$ cat src/rtl/rgby_pkg.sv
// Shared constants for the cartridge color load path.
// Color codes, packing ratio and load FSM encoding.
package rgby_pkg;

    localparam logic [1:0] COLOR_RED    = 2'b00;
    localparam logic [1:0] COLOR_GREEN  = 2'b01;
    localparam logic [1:0] COLOR_BLUE   = 2'b10;
    localparam logic [1:0] COLOR_YELLOW = 2'b11;

    localparam int NIBS_PER_WORD = 6;

    localparam logic [1:0] ST_IDLE  = 2'd0;
    localparam logic [1:0] ST_LOAD  = 2'd1;
    localparam logic [1:0] ST_FLUSH = 2'd2;
    localparam logic [1:0] ST_DONE  = 2'd3;

endpackage

$ cat src/rtl/nib_packer.sv
// Packs 2-bit colors into a word, first color in the MSBs.
// Exposes the completed word and a left-justified partial word.
module nib_packer
    import rgby_pkg::*;
#(
    parameter int NIBS   = NIBS_PER_WORD,
    parameter int DATA_W = 2 * NIBS,
    parameter int CNT_W  = $clog2(NIBS + 1)
) (
    input  logic              clk,
    input  logic              reset,
    input  logic              clear,
    input  logic              take,
    input  logic [1:0]        color,
    output logic [CNT_W-1:0]  count_next,
    output logic              word_done,
    output logic [DATA_W-1:0] word,
    output logic [DATA_W-1:0] flush_word
);

    logic [DATA_W-1:0] shift_q;
    logic [DATA_W-1:0] acc_shift;
    logic [CNT_W-1:0]  count_q;
    logic [CNT_W-1:0]  acc_count;
    logic [CNT_W-1:0]  pad;

    // Accumulate this cycle's color (if any) and derive outputs.
    always_comb begin
        acc_shift  = shift_q;
        acc_count  = count_q;
        if (take) begin
            acc_shift = {shift_q[DATA_W-3:0], color};
            acc_count = count_q + CNT_W'(1);
        end
        word_done  = take && (acc_count == CNT_W'(NIBS));
        word       = acc_shift;
        pad        = CNT_W'(NIBS) - acc_count;
        flush_word = acc_shift << {pad, 1'b0};
        count_next = acc_count;
        if (clear || word_done) begin
            count_next = '0;
        end
    end

    // Shift register and nib count; a full word restarts packing.
    always_ff @(posedge clk) begin
        if (reset || clear || word_done) begin
            shift_q <= '0;
            count_q <= '0;
        end else begin
            shift_q <= acc_shift;
            count_q <= acc_count;
        end
    end

endmodule

$ cat src/rtl/rom_load_arbiter.sv
// Shares the program RAM between cartridge loading and CPU fetch.
// Writes packed color words while loading, else passes cpu_addr.
module rom_load_arbiter
    import rgby_pkg::*;
#(
    parameter int ADDR_W        = 8,
    parameter int NIBS_PER_WORD = rgby_pkg::NIBS_PER_WORD,
    parameter int DATA_W        = 12
) (
    input  logic              clk,
    input  logic              reset,
    input  logic              load_start,
    input  logic              load_done,
    input  logic              color_valid,
    input  logic [1:0]        color,
    input  logic [ADDR_W-1:0] cpu_addr,
    output logic [ADDR_W-1:0] ram_addr,
    output logic [DATA_W-1:0] ram_din,
    output logic              ram_we,
    output logic              cpu_run,
    output logic              rom_valid,
    output logic              loading,
    output logic [ADDR_W:0]   words_loaded,
    output logic              overflow,
    output logic              load_complete
);

    localparam int CNT_W = $clog2(NIBS_PER_WORD + 1);
    localparam logic [ADDR_W+1:0] CAP =
        (ADDR_W+2)'(1) << ADDR_W;

    logic [1:0]        state;
    logic [1:0]        state_next;
    logic [ADDR_W-1:0] waddr;
    logic              take;
    logic              clear;
    logic              restart;
    logic              word_done;
    logic [CNT_W-1:0]  count_next;
    logic [DATA_W-1:0] word;
    logic [DATA_W-1:0] flush_word;
    logic              wr_req;
    logic [DATA_W-1:0] wr_word;
    logic [ADDR_W+1:0] wl_eff;
    logic              full;
    logic              enter_done;

    nib_packer #(
        .NIBS   (NIBS_PER_WORD),
        .DATA_W (DATA_W),
        .CNT_W  (CNT_W)
    ) u_packer (
        .clk        (clk),
        .reset      (reset),
        .clear      (clear),
        .take       (take),
        .color      (color),
        .count_next (count_next),
        .word_done  (word_done),
        .word       (word),
        .flush_word (flush_word)
    );

    // Load FSM next-state decode.
    always_comb begin
        state_next = state;
        case (state)
            ST_IDLE: begin
                if (load_start) state_next = ST_LOAD;
            end
            ST_LOAD: begin
                if (load_start) begin
                    state_next = ST_LOAD;
                end else if (load_done) begin
                    if (count_next == '0) state_next = ST_DONE;
                    else                  state_next = ST_FLUSH;
                end
            end
            ST_FLUSH: begin
                if (load_start) state_next = ST_LOAD;
                else            state_next = ST_DONE;
            end
            ST_DONE:  state_next = ST_IDLE;
            default:  state_next = ST_IDLE;
        endcase
    end

    // Packer control, write request and RAM-full detection.
    always_comb begin
        restart = load_start && (state != ST_DONE);
        take    = (state == ST_LOAD) && color_valid && !load_start;
        clear   = (state != ST_LOAD) || load_start;
        wr_req  = 1'b0;
        wr_word = '0;
        if ((state == ST_LOAD) && !load_start) begin
            if (word_done) begin
                wr_req  = 1'b1;
                wr_word = word;
            end else if (load_done && (count_next != '0)) begin
                wr_req  = 1'b1;
                wr_word = flush_word;
            end
        end
        // A write in flight has not yet bumped words_loaded.
        wl_eff     = {1'b0, words_loaded} + (ADDR_W+2)'(ram_we);
        full       = (wl_eff == CAP);
        enter_done = (state_next == ST_DONE) && (state != ST_DONE);
    end

    // Registered FSM state, write strobe, counters and status.
    always_ff @(posedge clk) begin
        if (reset) begin
            state         <= ST_IDLE;
            waddr         <= '0;
            words_loaded  <= '0;
            ram_we        <= 1'b0;
            ram_din       <= '0;
            rom_valid     <= 1'b0;
            loading       <= 1'b0;
            overflow      <= 1'b0;
            load_complete <= 1'b0;
        end else begin
            state         <= state_next;
            loading       <= (state_next != ST_IDLE);
            ram_we        <= 1'b0;
            load_complete <= 1'b0;
            if (ram_we) begin
                waddr        <= waddr + ADDR_W'(1);
                words_loaded <= words_loaded + (ADDR_W+1)'(1);
            end
            if (wr_req) begin
                if (full) begin
                    overflow <= 1'b1;
                end else begin
                    ram_we  <= 1'b1;
                    ram_din <= wr_word;
                end
            end
            if (enter_done) begin
                load_complete <= 1'b1;
                rom_valid     <= 1'b1;
            end
            if (restart) begin
                waddr        <= '0;
                words_loaded <= '0;
                overflow     <= 1'b0;
                rom_valid    <= 1'b0;
            end
        end
    end

    // Address port mux and CPU run permission.
    always_comb begin
        ram_addr = (state == ST_IDLE) ? cpu_addr : waddr;
        cpu_run  = rom_valid && (state == ST_IDLE);
    end

endmodule

$ cat config.mk
export PLATFORM = sky130hd
export DESIGN_NAME = rom_load_arbiter
export DESIGN_NICKNAME = d
export VERILOG_FILES = /design/src/rtl/rgby_pkg.sv /design/src/rtl/nib_packer.sv /design/src/rtl/rom_load_arbiter.sv
export SDC_FILE = /design/constraint.sdc
export NUM_CORES = 1
export LEC_CHECK = 0
export CORE_MARGIN = 2
export CORE_UTILIZATION = 40
export DETAILED_ROUTE_END_ITERATION = 8
export HOLD_SLACK_MARGIN = 0.1
export PLACE_DENSITY = 0.71
export SLEW_MARGIN = 20
export SYNTH_ARGS = -nofsm -noshare
export SYNTH_HDL_FRONTEND = slang
export SYNTH_SLANG_ARGS = --single-unit
$ cat constraint.sdc
create_clock -name clk -period 3.55 [get_ports clk]
set_clock_uncertainty 0.1 [all_clocks]
set_input_delay 0.71 -clock clk [delete_from_list [all_inputs] [get_ports clk]]
set_output_delay 0.71 -clock clk [all_outputs]
set_load 0.1 [all_outputs]
==> impl_results.md <==
* Status: finished clean
* Final instance area at 3530 um2
* Die Y at 89.3 um
* Top-area cell type share of the netlist area at 35.1%
* Normalized max-slew margin at 33.7%
* First-pass GRT wire length at 10.8 mm
* Filler cells at 696
* Placement Cell Area at 3440 um2
* Synth area leader: dfxtp_1
* Commonest non-fill, non-tap cell in the layout: dfxtp_1
* Critical path arrival at 3.19 ns
* Final setup vio count at 0
* Non-Filler Instances at 489
* CP max stage delay at 0.47 ns
* Critical path, cell by cell: clkdlybuf4s50_1, and4bb_1, xnor2_1, inv_1, ha_1, xnor2_1, xnor2_2, mux2_2, a221oi_1, a211oi_1
* Antenna violations before repair at 0
* Layout Nets at 411
* Crit. End Element: flop
* Antenna Cells at 0
* Clock Latency Late Sink at 0.31 ns
* Largest net degree at the start of global routing at 23
* Initial Util at 40.8%
* Mean area per synthesized cell at 8.46 um2
* Hpwl dp at 5.04 mm
* Worst-Margin Slew at 0.992 ns
* R2R Setup Slk at 0.81 ns
* Routed vias at 2,590
* RSZ-0062 raised after global routing: no
* Number of synthesized flops with an enable pin at 0
* Max_cap viols at 0
* Seq/Total Area, Yosys at 35.1%
* FP Rows at 31
* Fin. Hold Viols at 0
* CP Depth at 10
* Critical path data required time at 3.64 ns
* Period utilization at 87.3%
* Netlist cell types at 59
* Cell repeated most along the worst path: xnor2_1
* Vias in the first global route at 2,310
* Core area at 7140 um2
* WL/cell at 13.6 um
* Drt drc at 0
* Layout cells sized above 1 at 17.2%
* Post-cts sizing count at 0
* Commonest register cell after synthesis: dfxtp_1
* Simple-gate portion of the synthesized area at 25.2%
* CTS Buffer Depth at 2
* Reg2reg end: ram_din[8]
* Pleak at 1.25 nW
* GRT overflow at 0
* PD cells at 312 nW/um2
* Area grow syn2layout at 21.4%
* GR peak layer: met2
* Hold Startpoint: u_packer.shift_q[11]
* Max Fclk at 0.323 GHz
* Clock transition at path regs at 0.09 ns
* Dominant cells by area after synthesis: dfxtp_1 (35%), nand2_1 (6.1%), nor2_1 (5.8%)
* XOR/XNOR Fraction of Synth Area at 5.98%
* Mapped Cells at 344
* CP max stage cell: clkdlybuf4s50_1
* Worst Setup Start Kind: primary input
* DRT antenna net count at 0
* CTS tree: built
* Crit-path leading delay family: XOR/XNOR gates
* RD Place Congestion at 0.914
* Count of input and output buffers at 49
* R2R depth at 9
* Compound-Gate Fraction of Synth Area at 19.1%
* Seq cells post-synth at 51
* WS Path Type: primary input to flop
* Iteration-0 DRC Markers at 113
* Chip Width at 89.3 um
* GR Util met2 at 26.2%
* Asr flop ratio synth at 0%
* Most frequent cells in the layout: dfxtp_1 (51), nand2_1 (47), nor2_1 (45)
* Routed Wire Length at 6.65 mm
* Die Area at 7970 um2
* Met3 global-route usage at 3.23%
* CP max FO at 3
* VDD IR max at 239 uV
* Synth Area in Adders at 3.01%
* Drt first pass iters at 4
* Slew Viols, Final at 0
* Clock root cell: clkbuf_8
* Setup total negative slack at 0 ns
* Proportion of synthesized area in mux cells at 6.71%
* Min-delay worst type: flop to flop
* Post-Syn Area at 2910 um2
* Met1 Use GR at 24.3%
* Main combinational cell family by area after synthesis: simple AND/OR/NAND/NOR gates
* Hold Path Stages at 2
* Worst Path Buf+Inv at 2
* Hold Path Sink: u_packer.shift_q[11]
* Placed insts at 481
* Post-CTS setup buffers at 0
* Reg-to-Reg Start: state[0]
* Total CTS buffers at 5
* Synth warnings at 0
* Clk sinks at 51
* Total GRT Usage at 17.0%
* Via density at 5.30
* Minimum clock period at 3.10 ns
* I/O Pins at 50
* Syn nets at 366
* Htree depth at 2
* Cts hold-fix bufs at 0
==> where the power goes <==
| part | internal (W) | switching (W) | total (W) | leakage, nW |
|---|---|---|---|---|
| logic | 0.0000527 | 0.000120 | 0.000172 | 0.789 |
| clock network | 0.000160 | 0.000191 | 0.000351 | 0.0484 |
| registers | 0.000576 | 0.00000477 | 0.000581 | 0.412 |
==> Yosys cell counts (all sizes together), types with 3 or more instances <==
library cell / number
a22oi: 3
nor3: 8
mux2i: 6
a21oi: 18
o211ai: 3
o21ai: 6
inv: 9
mux2: 12
clkbuf: 11
and3: 5
nand4: 5
nand2: 47
xnor2: 11
nand3: 6
ha: 7
and2: 5
nand2b: 7
dfxtp: 51
buf: 10
o221a: 3
a31oi: 7
xor2: 8
a211oi: 10
a221oi: 3
nor2: 45
==> worst max-delay path by stage <==
stage / from / to / slack (ns)
after floorplan: load_start / ram_din[8] / 0.31
after global placement: load_start / ram_din[8] / 0.24
after detailed placement: load_start / ram_din[8] / 0.16
after CTS: load_start / ram_din[8] / 0.48
after global routing: load_start / ram_din[2] / 0.28
final: load_start / ram_din[8] / 0.45
==> worst register-to-register path: stages (launching register included) <==
cell      delay [ns]
dfxtp_1         0.50
and4bb_1        0.31
xnor2_1         0.17
inv_1           0.09
ha_1            0.24
xnor2_1         0.23
xnor2_2         0.17
mux2_2          0.36
a221oi_1        0.33
a211oi_1        0.12
==> state kept, by name, indices dropped and copies added, names as in the netlist <==
signal            flops
loading               1
state                 2
words_loaded          9
rom_valid             1
overflow              1
u_packer.count_q      3
ram_din              12
load_complete         1
waddr                 8
ram_we                1
u_packer.shift_q     12
==> metrics by stage <==
step,power [W],utilization [%],setup WS [ns],hold WS [ns]
after floorplan,0.000720,-,0.314,0.340
after global placement,0.000765,48.2,0.236,0.356
after detailed placement,0.000766,48.2,0.158,0.359
after CTS,0.00111,49.5,0.484,0.372
after global routing,0.00114,49.5,0.280,0.393
final,0.00110,49.5,0.451,0.371
==> area by class of cell <==
| cell class | count | area (um2) | share of cell area [%] |
|---|---|---|---|
| flip-flops and latches | 51 | 1020 | 28.9 |
| well taps | 99 | 124 | 3.51 |
| repair buffers | 59 | 513 | 14.5 |
| clock buffers | 7 | 86.3 | 2.44 |
| multi-input cells | 263 | 1750 | 49.4 |
| inverters | 9 | 33.8 | 0.956 |
| clock inverters | 1 | 8.76 | 0.248 |
==> routing by layer <==
metal  wire length, um  up-vias  part of all wire, %
li1                  -     1318                    -
met4               123        0                  1.9
met5                 0        -                    0
met1              3280     1220                   49
met3               210       10                  3.2
met2              3030       42                   46
==> cells by family (layout without fill, tap and decap cells) <==
kind of cell / Yosys count / count (layout)
AND/OR/NAND/NOR: 145 / 145
AO/OA/AOI/OAI: 74 / 74
flip-flops: 51 / 51
buffers and inverters: 30 / 76
XOR/XNOR: 19 / 19
multiplexers: 18 / 18
adder cells (fa/ha/maj): 7 / 7
No activity file was read; power rests on OpenSTA's default activity.
